### src/rtl/bcd_prescaled_counter_if.sv
// Bundle of control inputs and display/status outputs for bcd_prescaled_counter.
// master drives the controls and observes the outputs; slave is the counter.
interface bcd_prescaled_counter_if #(
    parameter int DIGITS = 4
);
    // Level controls, no handshake: en/down/clr/load/load_val are sampled on
    // every rising CLOCK_50 edge; tick/wrap are single-cycle registered pulses.
    logic                  en;
    logic                  down;
    logic                  clr;
    logic                  load;
    logic [4*DIGITS-1:0]   load_val;
    logic [4*DIGITS-1:0]   bcd;
    logic [7*DIGITS-1:0]   seg;
    logic                  tick;
    logic                  wrap;

    modport master (
        output en, down, clr, load, load_val,
        input  bcd, seg, tick, wrap
    );

    modport slave (
        input  en, down, clr, load, load_val,
        output bcd, seg, tick, wrap
    );
endinterface

### src/rtl/bcd_prescaled_counter.sv
// Prescaled packed-BCD up/down counter with active-low seven-segment outputs.
// Define BCD_COUNTER_BLANK_EN to blank leading-zero digits on seg.
module bcd_prescaled_counter #(
    parameter int DIGITS   = 4,
    parameter int PRESCALE = 1000000,
    parameter int PS_W     = 20
) (
    input  logic                     CLOCK_50,
    input  logic                     RESET_N,
    bcd_prescaled_counter_if.slave   bus
);

`ifdef BCD_COUNTER_BLANK_EN
    localparam bit BLANK_EN = 1'b1;
`else
    localparam bit BLANK_EN = 1'b0;
`endif

    localparam logic [PS_W-1:0] PS_LAST = PS_W'(PRESCALE - 1);

    logic [PS_W-1:0]       ps_q, ps_d;
    logic [4*DIGITS-1:0]   bcd_q, bcd_d;
    logic                  tick_q, tick_d;
    logic                  wrap_q, wrap_d;

    logic [4*DIGITS-1:0]   step_val;
    logic [4*DIGITS-1:0]   load_sat;
    logic [7*DIGITS-1:0]   seg_w;
    logic                  step;
    logic                  carry;
    logic                  lead;
    logic [3:0]            dig;
    logic [3:0]            lv;

    function automatic logic [6:0] seg_decode(input logic [3:0] d);
        case (d)
            4'd0:    seg_decode = 7'b1000000;
            4'd1:    seg_decode = 7'b1111001;
            4'd2:    seg_decode = 7'b0100100;
            4'd3:    seg_decode = 7'b0110000;
            4'd4:    seg_decode = 7'b0011001;
            4'd5:    seg_decode = 7'b0010010;
            4'd6:    seg_decode = 7'b0000010;
            4'd7:    seg_decode = 7'b1111000;
            4'd8:    seg_decode = 7'b0000000;
            4'd9:    seg_decode = 7'b0010000;
            default: seg_decode = 7'h7F;
        endcase
    endfunction

    // Ripple carry/borrow across digits; carry left over means every digit rolled.
    always_comb begin
        step_val = bcd_q;
        load_sat = '0;
        carry    = 1'b1;
        dig      = '0;
        lv       = '0;
        for (int i = 0; i < DIGITS; i++) begin
            dig = bcd_q[4*i +: 4];
            if (carry) begin
                if (!bus.down) begin
                    if (dig >= 4'd9) begin
                        step_val[4*i +: 4] = 4'd0;
                    end else begin
                        step_val[4*i +: 4] = dig + 4'd1;
                        carry = 1'b0;
                    end
                end else begin
                    if (dig == 4'd0) begin
                        step_val[4*i +: 4] = 4'd9;
                    end else begin
                        step_val[4*i +: 4] = dig - 4'd1;
                        carry = 1'b0;
                    end
                end
            end
            lv = bus.load_val[4*i +: 4];
            load_sat[4*i +: 4] = (lv > 4'd9) ? 4'd9 : lv;
        end
    end

    always_comb begin
        step   = bus.en && (ps_q == PS_LAST);
        ps_d   = ps_q;
        bcd_d  = bcd_q;
        tick_d = 1'b0;
        wrap_d = 1'b0;
        if (bus.clr) begin
            ps_d  = '0;
            bcd_d = '0;
        end else if (bus.load) begin
            ps_d  = '0;
            bcd_d = load_sat;
        end else if (bus.en) begin
            if (step) begin
                ps_d   = '0;
                bcd_d  = step_val;
                tick_d = 1'b1;
                wrap_d = carry;
            end else begin
                ps_d = ps_q + 1'b1;
            end
        end
    end

    always_ff @(posedge CLOCK_50 or negedge RESET_N) begin
        if (!RESET_N) begin
            ps_q   <= '0;
            bcd_q  <= '0;
            tick_q <= 1'b0;
            wrap_q <= 1'b0;
        end else begin
            ps_q   <= ps_d;
            bcd_q  <= bcd_d;
            tick_q <= tick_d;
            wrap_q <= wrap_d;
        end
    end

    // Scan from the top digit; digit 0 is always lit so zero shows as "0".
    always_comb begin
        seg_w = '0;
        lead  = 1'b1;
        for (int i = DIGITS - 1; i >= 0; i--) begin
            if (bcd_q[4*i +: 4] != 4'd0) lead = 1'b0;
            if (BLANK_EN && lead && (i != 0)) seg_w[7*i +: 7] = 7'h7F;
            else seg_w[7*i +: 7] = seg_decode(bcd_q[4*i +: 4]);
        end
    end

    assign bus.bcd  = bcd_q;
    assign bus.seg  = seg_w;
    assign bus.tick = tick_q;
    assign bus.wrap = wrap_q;

endmodule

### src/flat_wrapper.sv
// flat-port wrapper written by rule: the top's interface ports become plain ports
module bcd_prescaled_counter_flat 
#(
    parameter int DIGITS   = 4,
    parameter int PRESCALE = 1000000,
    parameter int PS_W     = 20
)
  (CLOCK_50, RESET_N, bus_en, bus_down, bus_clr, bus_load, bus_load_val, bus_bcd, bus_seg, bus_tick, bus_wrap);
  bcd_prescaled_counter_if #(.DIGITS(DIGITS)) bus_i ();
  input  logic CLOCK_50;
  input  logic RESET_N;
  input wire logic [$bits(bus_i.en)-1:0] bus_en;
  input wire logic [$bits(bus_i.down)-1:0] bus_down;
  input wire logic [$bits(bus_i.clr)-1:0] bus_clr;
  input wire logic [$bits(bus_i.load)-1:0] bus_load;
  input wire logic [$bits(bus_i.load_val)-1:0] bus_load_val;
  output wire logic [$bits(bus_i.bcd)-1:0] bus_bcd;
  output wire logic [$bits(bus_i.seg)-1:0] bus_seg;
  output wire logic [$bits(bus_i.tick)-1:0] bus_tick;
  output wire logic [$bits(bus_i.wrap)-1:0] bus_wrap;
  assign bus_i.en = bus_en;
  assign bus_i.down = bus_down;
  assign bus_i.clr = bus_clr;
  assign bus_i.load = bus_load;
  assign bus_i.load_val = bus_load_val;
  assign bus_bcd = bus_i.bcd;
  assign bus_seg = bus_i.seg;
  assign bus_tick = bus_i.tick;
  assign bus_wrap = bus_i.wrap;
  bcd_prescaled_counter #(.DIGITS(DIGITS), .PRESCALE(PRESCALE), .PS_W(PS_W)) u_core (.CLOCK_50(CLOCK_50), .RESET_N(RESET_N), .bus(bus_i));
endmodule
### config.mk
export PLATFORM = sky130hd
export DESIGN_NAME = bcd_prescaled_counter_flat
export DESIGN_NICKNAME = d
export VERILOG_FILES = /design/src/rtl/bcd_prescaled_counter_if.sv /design/src/rtl/bcd_prescaled_counter.sv /design/src/flat_wrapper.sv
export SDC_FILE = /design/constraint.sdc
export NUM_CORES = 1
export LEC_CHECK = 0
export BUFFER_PORTS_ARGS = -buffer_cell sky130_fd_sc_hd__buf_4
export CORE_MARGIN = 3
export CORE_UTILIZATION = 55
export CTS_CLUSTER_DIAMETER = 120
export DETAILED_ROUTE_END_ITERATION = 16
export GPL_ROUTABILITY_DRIVEN = 0
export PLACE_DENSITY = 0.85
export SLEW_MARGIN = 10
export SYNTH_ARGS = -nofsm -noshare
export SYNTH_HDL_FRONTEND = slang
export SYNTH_SLANG_ARGS = --single-unit
export TNS_END_PERCENT = 20
### constraint.sdc
create_clock -name CLOCK_50 -period 2.3 [get_ports CLOCK_50]
set_input_delay 0.23 -clock CLOCK_50 [delete_from_list [all_inputs] [get_ports CLOCK_50]]
set_output_delay 0.23 -clock CLOCK_50 [all_outputs]
set_load 0.01 [all_outputs]
==> results of run 1 <==
final cells by class:
| cell class | count | area [um^2] | area share, % |
|---|---|---|---|
| Clock buffer | 6 | 82.6 | 1.99 |
| Clock inverter | 2 | 12.5 | 0.302 |
| Inverter | 21 | 78.8 | 1.90 |
| Multi-Input combinational cell | 333 | 2260 | 54.5 |
| Sequential cell | 38 | 951 | 22.9 |
| Tap cell | 72 | 90.1 | 2.17 |
| Timing Repair Buffer | 89 | 671 | 16.2 |
cell usage after synthesis, types with 2 or more instances:
library cell / number
nor2_1: 53
dfrtp_1: 38
a21oi_1: 34
nand2_1: 23
xor2_1: 22
ha_1: 21
o21ai_0: 21
clkbuf_1: 18
inv_1: 18
a31oi_1: 13
nand2b_1: 13
nand4_1: 9
nor3_1: 9
nand3_1: 8
nor3b_1: 7
o22ai_1: 7
mux2i_1: 6
a211oi_1: 5
o21a_1: 5
and3_1: 4
nand3b_1: 4
o211ai_1: 4
o31ai_1: 4
or2_2: 4
buf_2: 3
clkinv_1: 3
nor2b_1: 3
nor4_1: 3
o21bai_1: 3
a2111oi_0: 2
a2111oi_2: 2
a211o_1: 2
a21o_1: 2
a32oi_1: 2
and4_1: 2
nor4bb_1: 2
o21ai_1: 2
xnor2_1: 2
layout by cell type, fill, tap and decap left out, drive strengths merged, types with 13 or more instances in the layout:
cell type	count
inv	18
dfrtp	38
ha	21
nand2	23
buf	88
o21ai	23
xor2	22
a21oi	35
nor2	54
a31oi	14
nand2b	13
timing repair:
| item | in CTS | in global routing |
|---|---|---|
| endpoints found under the setup margin | 0 | 10 |
| hold buffers | 1 | 0 |
| gates resized for setup | 0 | 4 |
| endpoints found under the hold margin | 38 | 0 |
through the flow:
step                utilization, %  power, uW  setup WS (ps)  cell area, um^2
finish                        72.6       2030            127             4140
global route                  72.6       2140           4.65             4140
CTS                           72.2       2010            133             4120
detailed placement            70.4       1530            133             4020
global placement              70.4       1510            181             4020
floorplan                        -       1190            126             3350
state kept, by name, summed over array words and instances (netlist names):
| register | count |
|---|---|
| u_core.bus.bcd | 16 |
| u_core.bus.tick | 1 |
| u_core.ps_q | 20 |
| u_core.bus.wrap | 1 |
per-layer routing:
metal	global-route usage, %	vias to the layer above	wire length [um]
met1	35.4	1681	4000
met2	41.9	209	4400
li1	-	1654	-
met5	0	-	0
met3	4.84	25	861
met4	7.02	0	146
worst register-to-register path, stage by stage (launching register included):
cell	delay [ps]
dfrtp_1	450
or4_4	570
nor4_2	260
nand3_2	240
o21ai_1	220
mux2_1	330
power by group through the flow:
stage / Clock [uW] / Sequential [uW] / Combinational [uW]
6_report: 493 / 728 / 806
5_1_grt: 529 / 733 / 882
4_1_cts: 495 / 726 / 792
3_5_place_dp: 0 / 740 / 786
3_3_place_gp: 0 / 738 / 769
2_1_floorplan: 0 / 745 / 448
final timing paths:
check                           startpoint                  to  slack (ps)  cells past startpoint
max in group asynchronous          RESET_N  u_core.bus.bcd[15]        1540                      2
setup reg to reg           u_core.ps_q[15]   u_core.bus.bcd[4]         130                      5
hold reg to reg             u_core.ps_q[5]      u_core.ps_q[5]         550                      2
min in group asynchronous          RESET_N   u_core.bus.bcd[5]         420                      2
hold / removal             bus_load_val[9]   u_core.bus.bcd[9]         200                      2
setup / recovery           u_core.ps_q[15]   u_core.bus.bcd[4]         130                      5
cells by family (layout without fill, tap and decap cells):
group	count (synthesis)	after routing
AO/OA/AOI/OAI	124	124
flip-flops	38	38
AND/OR/NAND/NOR	157	157
adder cells (fa/ha/maj)	21	21
buffers and inverters	43	118
XOR/XNOR	24	24
multiplexers	7	7
==> impl_metrics.ini, run 1 <==
[run_status]
status = finished clean

[power_and_ir_drop]
peakVddDrop_uv = 258
p_clk_share_pct = 24.3
leakagePower_uw = 0.00188
p_sw_uw = 727
p_int_uw = 1300
p_sw_share_pct = 35.9
pwr-share-seq_pct = 35.9
p_per_area_nw_per_um2 = 489
p_comb_share_pct = 39.8

[synthesis]
ys_ff_latch = 38
synth_compound_area_share_pct = 25.4
synth.largest_area_cell = dfrtp_1
synth-xor-area-share_pct = 6.27
synth_top_family_by_area = compound AO/OA/AOI/OAI gates
synthArstFlopShare_pct = 100
synth_fp_nets = 457
synthCells = 414
ys_types = 69
synth_edf_count = 0
synth_top_area_share_pct = 28.4
syn-mean-instance-area_um2 = 8.10
synthTopCellsByArea = dfrtp_1 (28%), ha_1 (7.8%), nor2_1 (5.9%), xor2_1 (5.7%), a21oi_1 (5.1%)
synth-simple-area-share_pct = 25.1
synthAdderAreaFrac_pct = 7.84
yosysSeqAreaShare_pct = 28.4
synth_warnings = 0
synth.mux.area_fraction_pct = 2.13
synth.cell_area_um2 = 3350
synth_flop_cell = dfrtp_1

[grt]
grt_pass1_vias = 3298
grt_pass1_wl_um = 15400
grt_max_degree = 39
antenna_found_initial = 0
grt_remaining_overflow = 0
grt_usage_pct = 25.9

[sta]
setup_viol = 0
fmax_mhz = 460
finClkSkew_ps = 5.91
finalSetupTns_ps = 0
tightest_slew_ps = 732
maxSlewViolCount = 0
slew_headroom_pct = 49.9
fin_crit_sh_pct = 94.5
rsz0062_at_grt = no
hold_violations = 0
period_minus_slack_ps = 2170
holdWs_ps = 204

[critical_path]
worst-path-max-fanout = 8
crit_slowest_cell = or4_4
crit_type = flip-flop to flip-flop
crit_path_end_kind = flip-flop
critPathLaunchType = flip-flop
path_cells = or4_4 > nor4_2 > nand3_2 > o21ai_1 > mux2_1
path_delay_family = simple AND/OR/NAND/NOR gates
critPathBufInv = 0
cp_data_arrival_time_ps = 2360
cp_slowest_stage_delay_ps = 570
required_ps = 2490

[drt]
drtPass1Iterations = 7
drc = 0
drtIter0Drc = 317
viasPerCell = 6.36
wl_per_cell_um = 16.8
wirelength_um = 9400
num_vias = 3569
postRouteAntennaNets = 0

[clock_tree]
root_buffer = clkbuf_8
cts_setup_buffers = 0
cts_buffers = 5
cts_tree = done
clk_pin_slew_ps = 80
insertion_delay_ps = 300
clk_path_buf_depth = 2
htreeDepth = 2
cts.sinks = 38

[die]
initial_core_util_pct = 58.7
die_x_um = 84.1
die_h_um = 84.1
die_area_um2 = 7070
core_um2 = 5710
fp-row-count = 27
io_pins = 68

[place]
port_buffers = 67
dp.cells = 552
hpwl_um = 6760

[final_layout]
nNetsFinal = 531
fin_cells = 561
n_antenna_cell = 0
areaGrowthSynthToFinish_pct = 23.6
drive_gt1_share_pct = 23.9
n_fill_cell = 448

[min_path]
min-delay-path-class = input pin to flip-flop

[run]
maxCapViolCount = 0
Power figures use the tool's default switching activity.
==> run 2: changes to the inputs <==
ABC_AREA = 1   (was default)
==> run 2 against run 1 <==
Against the previous run:
- sequential share of layout area up 0.35 points
- flip-flop and latch count unchanged
- maximum frequency up 4.0%
- synthesized cell count up 26%
- critical path depth unchanged
- die area up 1.3%
- final area down 1.5%
- critical path type is now flip-flop to output pin
- highest routed layer unchanged
==> impl_metrics.ini, run 2 <==
[run_status]
status = finished clean

[critical_path]
rrSetupSlack_ps = 350
r2r-start = u_core.bus.bcd[12]
r2r-end = u_core.bus.bcd[14]
required_ps = 2070
worst-path-max-fanout = 8
cp_data_arrival_time_ps = 1860
r2r_cells = 9
critPathLaunchType = flip-flop
crit_path_end_kind = output pin
crit_type = flip-flop to output pin

[place]
pre_cts_ws_ps = 317
hpwl_um = 6490
port_buffers = 67

[final_layout]
n_antenna_cell = 0
final_common_cell = nand2_1
drive_gt1_share_pct = 18.2
largest_reg_flops = 20
final_cell_mix = nand2_1 (162), buf_4 (69), nor2_1 (54)
top_register = u_core.ps_q
nNetsFinal = 626
areaGrowthSynthToFinish_pct = 20.0
n_fill_cell = 512

[synthesis]
synth_edf_count = 0
synth_top_cells_by_count = nand2_1 (162), nor2_1 (55), inv_1 (53), nand3_1 (51), o21ai_0 (39)
synthTopCellsByArea = dfrtp_1 (28%), nand2_1 (18%), ha_1 (7.7%), nand3_1 (7.5%), nor2_1 (6.1%)
synthCells = 521
synthArstFlopShare_pct = 100
synth.most_common_cell = nand2_1
synth_top_area_share_pct = 28.0
synth.largest_area_cell = dfrtp_1
ys_ff_latch = 38
synth_warnings = 0
synth.cell_area_um2 = 3400
ys_types = 40
synth_fp_nets = 564
yosysSeqAreaShare_pct = 28.0
syn-mean-instance-area_um2 = 6.53
synth_flop_cell = dfrtp_1

[min_path]
hold-path-cell-count = 5
hold_start = bus_load_val[5]
hold_end = u_core.bus.bcd[5]
min-delay-path-class = input pin to flip-flop

[power_and_ir_drop]
p_comb_share_pct = 42.5
p_sw_share_pct = 37.6
p_int_uw = 1630
p_sw_uw = 984
p_per_area_nw_per_um2 = 642
p_clk_share_pct = 26.4
leakagePower_uw = 0.00218
pwr-share-seq_pct = 31.0
peakVddDrop_uv = 637

[grt]
grt_pass1_vias = 3256
grt_remaining_overflow = 0
grt_max_degree = 39
antenna_found_initial = 0
grt_pass1_wl_um = 14300
grt_usage_pct = 23.6

[drt]
drtPass1Iterations = 5
postRouteAntennaNets = 0
drc = 0
wirelength_um = 8460
viasPerCell = 5.52
drtIter0Drc = 308
wl_per_cell_um = 12.8
num_vias = 3637

[clock_tree]
root_buffer = clkbuf_8
clk_path_buf_depth = 2
cts_buffers = 5
cts_setup_buffers = 0
htreeDepth = 2
cts.sinks = 38
insertion_delay_ps = 300
cts_tree = done
clk_pin_slew_ps = 80

[die]
core_um2 = 5960
fp-row-count = 28
initial_core_util_pct = 57.1
die_h_um = 84.6
die_x_um = 84.6
die_area_um2 = 7160
io_pins = 68

[sta]
fin_crit_sh_pct = 90.8
fin_ws_ps = 211
tightest_slew_ps = 524
slew_headroom_pct = 64.7
period_minus_slack_ps = 2090
hold_violations = 0
finClkSkew_ps = 7.69
finalSetupTns_ps = 0
rsz0062_at_grt = no
setup_viol = 0
maxSlewViolCount = 0
fmax_mhz = 479

[run]
maxCapViolCount = 0
[run 2: cell types whose count changed in the layout (fill, tap and decap cells not counted), moves of 7 or more]
| cell | previous run | this run |
|---|---|---|
| nand2_1 | 23 | 162 |
| nand3_1 | 8 | 51 |
| inv_1 | 18 | 53 |
| buf_4 | 88 | 69 |
| o21ai_0 | 21 | 39 |
| xor2_1 | 22 | 4 |
| a31oi_1 | 13 | 0 |
| nand2b_1 | 13 | 0 |
| nor3_1 | 9 | 1 |
| a21oi_1 | 34 | 27 |
[run 2: how the worst max path moves through the flow]
stage                                   from            endpoint
after CTS                  u_core.bus.bcd[8]         bus_seg[18]
after global placement        u_core.ps_q[0]      u_core.ps_q[6]
after global routing      u_core.bus.bcd[10]         bus_seg[19]
after floorplan           u_core.bus.bcd[12]  u_core.bus.bcd[14]
final                      u_core.bus.bcd[8]         bus_seg[18]
after detailed placement      u_core.ps_q[1]     u_core.ps_q[10]
[run 2: power groups by stage]
| stage | logic (uW) | registers (uW) | clock network, uW |
|---|---|---|---|
| 6_report | 1110 | 812 | 692 |
| 2_1_floorplan | 679 | 797 | 0 |
| 3_5_place_dp | 1110 | 823 | 0 |
| 3_3_place_gp | 1080 | 820 | 0 |
| 5_1_grt | 1240 | 825 | 730 |
| 4_1_cts | 1110 | 809 | 698 |
[run 2: cell type report]
class,instances,area [um^2],area share (%)
Multi-Input combinational cell,414,2170,53.1
Clock inverter,3,68.8,1.69
Sequential cell,38,951,23.3
Timing Repair Buffer,70,528,12.9
Tap cell,75,93.8,2.30
Clock buffer,5,68.8,1.69
Inverter,54,203,4.97
[run 2: routing by layer]
layer | part of all wire (%) | routed length, um | global-route usage (%)
met4 | 2.3 | 194 | 8.92
met3 | 6.5 | 547 | 3.93
met1 | 41 | 3490 | 29.5
met2 | 50 | 4230 | 40.6
met5 | 0 | 0 | 0
[run 2: cell families (layout without fill, tap and decap cells)]
group           count (synthesis)  in the layout  synth area share (%)
compound gates                 83             83                  13.1
xor+xnor                        5              5                  1.29
fa+ha+maj                      21             21                  7.73
buf+inv                        69            132                  8.35
flops                          38             38                  28.0
simple gates                  305            305                  41.5
[run 2: repair_timing]
action,in CTS,in global routing
endpoints found under the hold margin,38,0
hold buffers,1,0
setup endpoints to repair,0,1
gates resized for setup,0,1
[run 2: critical path: stages, from the launching register on]
cell and delay (ps):
dfrtp_1 510, inv_1 160, ha_1 300, ha_1 200, o21ai_0 220, buf_4 170
[run 2: stage by stage]
stage	util [%]	area (um^2)	instances	power (uW)	hold slack [ps]
6_report	68.5	4080	659	2620	247
5_1_grt	68.5	4080	659	2800	258
4_1_cts	68.5	4080	659	2620	238
3_5_place_dp	66.0	3930	650	1930	232
3_3_place_gp	66.0	3930	650	1900	229
2_1_floorplan	-	3400	521	1480	-65.6
